$ cat src/rtl/egress_pkg.sv
// -----------------------------------------------------------------------------
// egress_pkg
// Shared definitions for the egress path (read scheduler and egress FIFO).
//   MAX_QUEUES    : widest queue vector the shared helpers handle
//   QIDX_W        : width of a binary queue index
//   sched_state_t : read scheduler FSM encoding (IDLE, ADR, DATA)
//   onehot2bin()  : one-hot queue select to binary index
// -----------------------------------------------------------------------------
package egress_pkg;

    localparam int MAX_QUEUES = 16;
    localparam int QIDX_W     = 4;

    typedef enum logic [1:0] {
        IDLE = 2'd0,
        ADR  = 2'd1,
        DATA = 2'd2
    } sched_state_t;

    // OR-reduction of the set bit positions; exact for a one-hot input and
    // returns 0 for an all-zero input.
    function automatic logic [QIDX_W-1:0] onehot2bin(input logic [MAX_QUEUES-1:0] onehot);
        logic [QIDX_W-1:0] bin;
        bin = '0;
        for (int i = 0; i < MAX_QUEUES; i++) begin
            if (onehot[i]) begin
                bin = bin | QIDX_W'(i);
            end
        end
        return bin;
    endfunction

endpackage

$ cat src/rtl/egress_read_sched_if.sv
// -----------------------------------------------------------------------------
// egress_read_sched_if
// Bundle between the egress FIFO read side / downstream and the read scheduler.
//   fifo_empty  : per-queue empty flags (index = queue number)
//   ready       : downstream can take one complete burst
//   read_adr    : address-phase strobe to the FIFO
//   read_data   : data-phase strobe to the FIFO
//   read_enable : one-hot granted queue (index = queue number)
//   busy        : burst in progress
//   q_valid     : FIFO output q carries a valid word
//   q_queue     : queue index of the word on q
//   q_last      : final word of a burst
// master = scheduler side, slave = FIFO / environment side.
// -----------------------------------------------------------------------------
interface egress_read_sched_if
    import egress_pkg::*;
#(
    parameter int nr_of_queues = 16
);

    logic [0:nr_of_queues-1] fifo_empty;
    logic                    ready;
    logic                    read_adr;
    logic                    read_data;
    logic [0:nr_of_queues-1] read_enable;
    logic                    busy;
    logic                    q_valid;
    logic [QIDX_W-1:0]       q_queue;
    logic                    q_last;

    modport master (
        input  fifo_empty, ready,
        output read_adr, read_data, read_enable, busy, q_valid, q_queue, q_last
    );

    modport slave (
        output fifo_empty, ready,
        input  read_adr, read_data, read_enable, busy, q_valid, q_queue, q_last
    );

endinterface

$ cat src/rtl/rr_arbiter.sv
// -----------------------------------------------------------------------------
// rr_arbiter
// Combinational round-robin selector: picks the lowest requesting index that
// is strictly above last_grant, otherwise wraps to the lowest requester.
//   request    : [nr_of_queues-1:0] request vector (bit i = queue i)
//   last_grant : binary index of the previously granted queue
//   grant      : one-hot grant, all zeros when nothing requests
// -----------------------------------------------------------------------------
module rr_arbiter #(
    parameter int nr_of_queues = 16,
    parameter int idx_w        = 4
) (
    input  logic [nr_of_queues-1:0] request,
    input  logic [idx_w-1:0]        last_grant,
    output logic [nr_of_queues-1:0] grant
);

    logic [nr_of_queues-1:0] upper_req;
    logic [nr_of_queues-1:0] upper_pick;
    logic [nr_of_queues-1:0] wrap_pick;

    // Requests strictly after the last grant get first chance.
    generate
        for (genvar gi = 0; gi < nr_of_queues; gi++) begin : g_upper
            assign upper_req[gi] = request[gi] && (gi > int'(last_grant));
        end
    endgenerate

    // x & -x isolates the lowest set bit.
    assign upper_pick = upper_req & (~upper_req + nr_of_queues'(1));
    assign wrap_pick  = request   & (~request   + nr_of_queues'(1));

    assign grant = (|upper_req) ? upper_pick : wrap_pick;

endmodule

$ cat src/rtl/egress_read_sched.sv
// -----------------------------------------------------------------------------
// egress_read_sched
// Round-robin read scheduler for the egress FIFO. When downstream is ready and
// some queue holds a burst, grants one queue and issues one read_adr strobe
// followed by burst_length-1 read_data strobes, then returns to IDLE for at
// least one cycle. Every strobe is delayed rd_latency cycles to mark the
// matching FIFO output word (q_valid / q_queue / q_last).
//   clk : clock shared with the FIFO read side
//   rst : asynchronous active-high reset
//   bus : egress_read_sched_if.master (see interface header)
// -----------------------------------------------------------------------------
module egress_read_sched
    import egress_pkg::*;
#(
    parameter int nr_of_queues = 16,
    parameter int burst_length = 4,
    parameter int rd_latency   = 3
) (
    input  logic                      clk,
    input  logic                      rst,
    egress_read_sched_if.master       bus
);

    localparam int                BEAT_W    = 5;
    localparam logic [BEAT_W-1:0] LAST_BEAT = BEAT_W'(burst_length - 1);
    localparam logic [BEAT_W-1:0] BEAT_ONE  = BEAT_W'(1);

    logic [nr_of_queues-1:0] request;
    logic [nr_of_queues-1:0] grant;
    logic [MAX_QUEUES-1:0]   grant_wide;
    logic [QIDX_W-1:0]       grant_idx;

    sched_state_t            state_reg;
    logic                    read_adr_reg;
    logic                    read_data_reg;
    logic                    busy_reg;
    logic [nr_of_queues-1:0] read_enable_reg;
    logic [BEAT_W-1:0]       beat_reg;
    logic [QIDX_W-1:0]       last_grant_reg;

    logic [rd_latency-1:0]   valid_pipe_reg;
    logic [rd_latency-1:0]   last_pipe_reg;
    logic [QIDX_W-1:0]       queue_pipe_reg [rd_latency];

    logic                    strobe;
    logic                    strobe_last;

    // Port vectors are ascending [0:N-1]; internally bit i is queue i.
    generate
        for (genvar gi = 0; gi < nr_of_queues; gi++) begin : g_port_map
            assign request[gi]         = ~bus.fifo_empty[gi];
            assign bus.read_enable[gi] = read_enable_reg[gi];
        end
        for (genvar gi = 0; gi < MAX_QUEUES; gi++) begin : g_grant_wide
            if (gi < nr_of_queues) begin : g_used
                assign grant_wide[gi] = grant[gi];
            end else begin : g_unused
                assign grant_wide[gi] = 1'b0;
            end
        end
    endgenerate

    assign grant_idx = onehot2bin(grant_wide);

    rr_arbiter #(
        .nr_of_queues (nr_of_queues),
        .idx_w        (QIDX_W)
    ) u_rr_arbiter (
        .request    (request),
        .last_grant (last_grant_reg),
        .grant      (grant)
    );

    // Inputs are only looked at in IDLE, so a burst once started always runs
    // to completion regardless of ready / fifo_empty.
    always_ff @(posedge clk or posedge rst) begin
        if (rst) begin
            state_reg       <= IDLE;
            read_adr_reg    <= 1'b0;
            read_data_reg   <= 1'b0;
            busy_reg        <= 1'b0;
            read_enable_reg <= '0;
            beat_reg        <= '0;
            last_grant_reg  <= QIDX_W'(nr_of_queues - 1);
        end else begin
            case (state_reg)
                IDLE: begin
                    if (bus.ready && (|request)) begin
                        state_reg       <= ADR;
                        read_adr_reg    <= 1'b1;
                        busy_reg        <= 1'b1;
                        read_enable_reg <= grant;
                        last_grant_reg  <= grant_idx;
                    end
                end
                ADR: begin
                    read_adr_reg <= 1'b0;
                    if (burst_length > 1) begin
                        state_reg     <= DATA;
                        read_data_reg <= 1'b1;
                        beat_reg      <= BEAT_ONE;
                    end else begin
                        state_reg       <= IDLE;
                        busy_reg        <= 1'b0;
                        read_enable_reg <= '0;
                    end
                end
                DATA: begin
                    // beat_reg numbers the data strobe currently on the bus.
                    if (beat_reg == LAST_BEAT) begin
                        state_reg       <= IDLE;
                        read_data_reg   <= 1'b0;
                        busy_reg        <= 1'b0;
                        read_enable_reg <= '0;
                        beat_reg        <= '0;
                    end else begin
                        beat_reg <= beat_reg + BEAT_ONE;
                    end
                end
                default: begin
                    state_reg       <= IDLE;
                    read_adr_reg    <= 1'b0;
                    read_data_reg   <= 1'b0;
                    busy_reg        <= 1'b0;
                    read_enable_reg <= '0;
                    beat_reg        <= '0;
                end
            endcase
        end
    end

    assign strobe      = read_adr_reg | read_data_reg;
    assign strobe_last = (read_adr_reg && (burst_length == 1)) ||
                         (read_data_reg && (beat_reg == LAST_BEAT));

    // Latency pipeline: stage 0 captures the strobe registered this cycle, so
    // the last stage lines up with the FIFO's q rd_latency cycles later.
    // last_grant_reg holds the queue being read for the whole burst.
    always_ff @(posedge clk or posedge rst) begin
        if (rst) begin
            valid_pipe_reg <= '0;
            last_pipe_reg  <= '0;
            for (int i = 0; i < rd_latency; i++) begin
                queue_pipe_reg[i] <= '0;
            end
        end else begin
            valid_pipe_reg[0] <= strobe;
            last_pipe_reg[0]  <= strobe_last;
            queue_pipe_reg[0] <= strobe ? last_grant_reg : '0;
            for (int i = 1; i < rd_latency; i++) begin
                valid_pipe_reg[i] <= valid_pipe_reg[i-1];
                last_pipe_reg[i]  <= last_pipe_reg[i-1];
                queue_pipe_reg[i] <= queue_pipe_reg[i-1];
            end
        end
    end

    assign bus.read_adr  = read_adr_reg;
    assign bus.read_data = read_data_reg;
    assign bus.busy      = busy_reg;
    assign bus.q_valid   = valid_pipe_reg[rd_latency-1];
    assign bus.q_last    = last_pipe_reg[rd_latency-1];
    assign bus.q_queue   = queue_pipe_reg[rd_latency-1];

endmodule
$ cat src/flat_wrapper.sv
// flat-port wrapper written by rule: the top's interface ports become plain ports
module egress_read_sched_flat import egress_pkg::*;
#(
    parameter int nr_of_queues = 16,
    parameter int burst_length = 4,
    parameter int rd_latency   = 3
)
  (clk, rst, bus_fifo_empty, bus_ready, bus_read_adr, bus_read_data, bus_read_enable, bus_busy, bus_q_valid, bus_q_queue, bus_q_last);
  egress_read_sched_if #(.nr_of_queues(nr_of_queues)) bus_i ();
  input  logic clk;
  input  logic rst;
  input wire logic [$bits(bus_i.fifo_empty)-1:0] bus_fifo_empty;
  input wire logic [$bits(bus_i.ready)-1:0] bus_ready;
  output wire logic [$bits(bus_i.read_adr)-1:0] bus_read_adr;
  output wire logic [$bits(bus_i.read_data)-1:0] bus_read_data;
  output wire logic [$bits(bus_i.read_enable)-1:0] bus_read_enable;
  output wire logic [$bits(bus_i.busy)-1:0] bus_busy;
  output wire logic [$bits(bus_i.q_valid)-1:0] bus_q_valid;
  output wire logic [$bits(bus_i.q_queue)-1:0] bus_q_queue;
  output wire logic [$bits(bus_i.q_last)-1:0] bus_q_last;
  assign bus_i.fifo_empty = bus_fifo_empty;
  assign bus_i.ready = bus_ready;
  assign bus_read_adr = bus_i.read_adr;
  assign bus_read_data = bus_i.read_data;
  assign bus_read_enable = bus_i.read_enable;
  assign bus_busy = bus_i.busy;
  assign bus_q_valid = bus_i.q_valid;
  assign bus_q_queue = bus_i.q_queue;
  assign bus_q_last = bus_i.q_last;
  egress_read_sched #(.nr_of_queues(nr_of_queues), .burst_length(burst_length), .rd_latency(rd_latency)) u_core (.clk(clk), .rst(rst), .bus(bus_i));
endmodule
$ cat config.mk
export PLATFORM = sky130hd
export DESIGN_NAME = egress_read_sched_flat
export DESIGN_NICKNAME = d
export VERILOG_FILES = /design/src/rtl/egress_pkg.sv /design/src/rtl/egress_read_sched_if.sv /design/src/rtl/rr_arbiter.sv /design/src/rtl/egress_read_sched.sv /design/src/flat_wrapper.sv
export SDC_FILE = /design/constraint.sdc
export NUM_CORES = 1
export LEC_CHECK = 0
export ABC_CLOCK_PERIOD_IN_PS = 2300
export BUFFER_PORTS_ARGS = -buffer_cell sky130_fd_sc_hd__buf_2
export CAP_MARGIN = 20
export CORE_MARGIN = 2
export CORE_UTILIZATION = 25
export DETAILED_ROUTE_END_ITERATION = 8
export PLACE_DENSITY_LB_ADDON = 0.2
export SYNTH_ARGS = -nofsm -noshare
export SYNTH_HDL_FRONTEND = slang
export SYNTH_SLANG_ARGS = --single-unit
export TNS_END_PERCENT = 50
$ cat constraint.sdc
create_clock -name clk -period 2.3 [get_ports clk]
set_input_delay 0.46 -clock clk [delete_from_list [all_inputs] [get_ports clk]]
set_output_delay 0.46 -clock clk [all_outputs]
set_load 0.005 [all_outputs]
# == Word level (Yosys, flattened, before mapping) ==
# Index checks and enable logic that the tools add are counted.
# Widths: inputs -> output; s select.
# word_totals
output_inout_bits,25
latch_bits,0
mem_bits_ro,0
mem_count,0
reg_bits,48
ram_bits,0
inputBits,19
# op_classes
n_eq_ne,5
add_sub_neg,3
n_reduce_logical,25
n_mux,30
n_shift,0
n_div,0
n_bitwise,24
magnitude_cmp,15
n_mul,0
# ops
op,n
$mux 16,3
$pmux 16 s3,1
$mux 4,9
$add 16x1->16 const B,2
$and 16x16->16,2
$gt 4x4->1 const A,8
$not 16->16,2
$not 1->1,19
$logic_and 1x1->1,17
$gt 3x4->1 const A,4
$reduce_or 16->1,1
$pmux 5 s3,1
$reduce_or 15->1,1
$mux 3,4
$gt 2x4->1 const A,2
$mux 2,4
$reduce_and 2->1,4
$pmux 1 s3,2
$pmux 2 s3,1
$add 5x1->5 const B,1
$eq 5x2->1 const B,1
$mux 5,1
$gt 1x4->1 const A,1
$ne 2x1->1 const B,2
other kinds (7),9

# == Longest topological paths before layout ==
# logic_depth
ltp_word,21
ltp_mapped,9
mapped_depth_nobuf,8

# == By module ==
# Synthesis repeated with hierarchy kept, for this count alone.
# unflattened
hier_cells,288
area_unflattened_um2,2776.4
# modules_own_cells
module,n_inst,area_each_um2,cells_per_inst,seq_area_each_um2
egress_read_sched,1,2115.8,187,1206.2
rr_arbiter,1,660.6,101,0.0

# == Worst setup path after synthesis ==
# No wires, ideal clock.
# synth_timing
kind,reg-to-reg
from,reg u_core.last_grant_reg[3]
to,reg u_core.last_grant_reg[3]
synth_period_minus_slack_ns,1.976
slack_ns,0.324
required_ns,2.219
path_stages_with_launch,10
t_arrival_ns,1.895
n_path_buf,3
path_cell_list,dfstp_2 buf_6 buf_12 o31ai_1 a22oi_1 nand4_2 buf_6 o31ai_4 a211oi_1 a32oi_1
# synth_via
elab_chain_len,14
elab_cells_between_ends,43
# synth_lines
element,line,rtl
from (decl),egress_read_sched.sv:39,logic [QIDX_W-1:0] last_grant_reg;
from (signal assigned),egress_read_sched.sv:84,last_grant_reg <= QIDX_W'(nr_of_queues - 1);
from (signal assigned),egress_read_sched.sv:93,last_grant_reg <= grant_idx;
"$gt 1x4->1, or another cell as far along",rr_arbiter.sv:25,assign upper_req[gi] = request[gi] && (gi > int'(last_grant));
$logic_and 1x1->1,rr_arbiter.sv:25,
$not 16->16,rr_arbiter.sv:30,assign upper_pick = upper_req & (~upper_req + nr_of_queues'(1));
$add 16x1->16,rr_arbiter.sv:30,
$and 16x16->16,rr_arbiter.sv:30,
$mux 16 (*),rr_arbiter.sv:33,assign grant = (|upper_req) ? upper_pick : wrap_pick;
$mux 4 (7 in a row),egress_pkg.sv:26,if (onehot[i]) begin
$mux 4 (*),egress_pkg.sv:26,
# Every way passes the cells marked *; elsewhere a longest branch is shown, timed or not.
# A chain may end at the register's enable or synchronous reset.

# == Worst setup path after layout ==
# layout_timing
from,reg u_core.last_grant_reg[0]
to,reg u_core.last_grant_reg[3]
# Same word-level chain as after synthesis.

==> metrics.txt <==
crit path launch type=flop; GRT overflow=0; P&R area growth vs syn=30.0%; DR pass1 iterations=4; initial drt markers=103; maxcap violations=0; root buffer cell=clkbuf_8; core area=10700 um2; Worst Setup Path Type=reg2reg; Ant. Diodes=0; maximum VDD drop=0.000436 V; # setup viols final=0; Hold Buf Count CTS=0; IO buf count=43; DIE AREA=11700 um2; per-cell routed wire length=15.3 um; DP Cell Count=478; Ys Warns=0; Skew-Pair Late Insertion Delay=0.30 ns; Post-synth EDFFs=0; synthesized area per cell=10.1 um2; Clk pin slew, worst setup/hold paths=0.10 ns; footprint of the multi-input gates=1320 um2; Clock Sinks=48; RSZ-0062 raised after global routing=true; worst-case clock buffer depth=2; max reg flops=16; Die Wd=108 um; Cell variety after synth=58; hold crit path type=in2async; Residual DRC=0; ys async rst share=100%; Yosys reg bits=48; crit path capture type=flop; Slew headroom=66.0%; vias in the first global route=2449; worst slew pin tran=0.506 ns; Critical Path Fanout Max=12; Final nets=372; gr usage total=13.7%; fin area=3530 um2; Net Count, Synth=291; CTS HTree Levels=2; outcome=finished clean; initial antenna violation count=0; GPL Wtd Cong=0.874; final std cells w/o fill=490; Vias=2380; final WL=7520 um; Fmax achieved=0.441 GHz; final core occ=33.0%; CP delay by family, top=compound AO/OA/AOI/OAI gates; share of cells above drive strength 1=40.9%; HPWL Detailed=5770 um; first-pass GRT wire length=12400 um; io pins=44; CP max stage cell=dfstp_2; Placed Instance Area=3340 um2; Post-Syn Area=2720 um2; CP bufs+invs=1; cell leakage power=1.63 nW; worst hold slack=0.201 ns; pin count of the biggest net entering global routing=49; Seq/Total Area, Yosys=44.4%; Tmin final=2.27 ns; Arrival @ worst endpoint=2.49 ns; skew final=0.0124 ns; Routed Antenna Nets=0; Die Span Y=108 um; Initial Util=25.4%; CTS tree=done; TNS Setup=0 ns; row count=38; slowest stage delay, CP=0.68 ns; Post-Synthesis Cells=268; top_reg_cell synth=dfrtp_1; FF/Latch Area=1210 um2; vias per cell=4.86; # fillers=1113; CTS Buf Count=5; fin. max-slew vios=0; crit-path cells=a2111oi_4 -> a211oi_2 -> nand4_2 -> buf_12 -> o31ai_1 -> nor2_1 -> a32oi_1; Worst Path Required=2.52 ns; final hold vios=0; final worst-path cycle share=98.5%; Power per Cell Area=1180 nW/um2
==> cell families after synthesis <==
family | count (synthesis) | share of synthesized area, %
AO/OA/AOI/OAI | 80 | 24.9
adder cells (fa/ha/maj) | 4 | 1.84
buffers and inverters | 35 | 7.97
flip-flops | 48 | 44.4
multiplexers | 2 | 0.829
AND/OR/NAND/NOR | 99 | 20.0
==> tightest hold or removal path: stages <==
cell and delay, ns:
buf_2 0.10, inv_2 0.06, buf_12 0.25
==> placed cells by master, fill, tap and decap left out, types with 2 or more instances in the layout <==
cell / instances
a211oi_1: 2
a211oi_2: 2
a21oi_1: 11
a22o_2: 10
a22oi_1: 4
a31oi_1: 4
a32o_1: 2
a41oi_1: 2
buf_12: 4
buf_2: 43
buf_4: 45
clkbuf_8: 7
dfrtp_1: 44
dfstp_2: 3
ha_1: 4
inv_1: 16
mux2_2: 2
nand2_1: 25
nand2b_1: 4
nand3_1: 11
nand3_2: 2
nand4_1: 8
nand4b_1: 2
nor2_1: 21
nor2b_1: 4
nor3_1: 6
nor3_2: 2
nor4_1: 4
o211ai_2: 2
o21ai_0: 16
o21ai_1: 2
o21ai_2: 4
o31ai_1: 3
o32ai_1: 2
==> metrics by stage <==
step | power, W | setup WS (ns)
2_1_floorplan | 0.00264 | 0.324
4_1_cts | 0.00412 | 0.0123
3_5_place_dp | 0.00342 | 0.0246
6_report | 0.00417 | 0.0348
3_3_place_gp | 0.00342 | -0.0296
5_1_grt | 0.00449 | -0.0670
==> cell type report <==
class | count | share of cell area [%]
Timing Repair Buffer | 92 | 17.9
Sequential cell | 48 | 34.3
Inverter | 17 | 1.81
Clock inverter | 1 | 0.850
Tap cell | 140 | 4.96
Multi-Input combinational cell | 185 | 37.5
Clock buffer | 7 | 2.73
==> synth_stat cells (all sizes together), types with 3 or more instances <==
cell type | instances | area [um2]
nand3 | 13 | 75.1
o31ai | 4 | 43.8
o21ai | 23 | 138
o32ai | 3 | 26.3
a22oi | 4 | 30.0
a22o | 10 | 100
a31oi | 5 | 46.3
nand4 | 9 | 62.6
a21oi | 12 | 63.8
nor3 | 8 | 45.0
nor2b | 4 | 25.0
a211oi | 5 | 52.6
dfrtp | 44 | 1100
nand2 | 26 | 100
nor2 | 21 | 78.8
dfstp | 4 | 105
ha | 4 | 50.1
nor4 | 5 | 46.3
inv | 17 | 63.8
nand2b | 4 | 25.0
buf | 16 | 135
==> worst paths after layout <==
kind,cells after the start,slack [ns],to,from
max,7,0.03,u_core.last_grant_reg[3],u_core.last_grant_reg[0]
min in group clk,0,0.35,u_core.queue_pipe_reg[4],u_core.queue_pipe_reg[8]
min reg2reg,0,0.35,u_core.queue_pipe_reg[4],u_core.queue_pipe_reg[8]
max reg2reg,7,0.03,u_core.last_grant_reg[3],u_core.last_grant_reg[0]
min,3,0.20,u_core.read_enable_reg[5],rst
max in group asynchronous,3,1.83,u_core.last_grant_reg[1],rst
==> power by group <==
group	internal, W	total (W)	switching (W)
sequential	0.00112	0.00134	0.000220
combinational	0.000990	0.00216	0.00117
clock	0.000384	0.000663	0.000280
==> repair_timing <==
| action | CTS | global route |
|---|---|---|
| pin swaps | 0 | 5 |
| gates resized for setup | 1 | 6 |
| setup buffers | 0 | 4 |
| setup endpoints to repair | 3 | 6 |
==> per-layer routing <==
layer | GRT usage [%] | vias up | part of all wire [%]
met5 | 0 | - | 0
met4 | 4.67 | 0 | 2.8
met3 | 2.59 | 18 | 4.5
met2 | 21.7 | 58 | 45
met1 | 18.7 | 1154 | 47
li1 | - | 1150 | -
No activity file was read; power rests on OpenSTA's default activity.
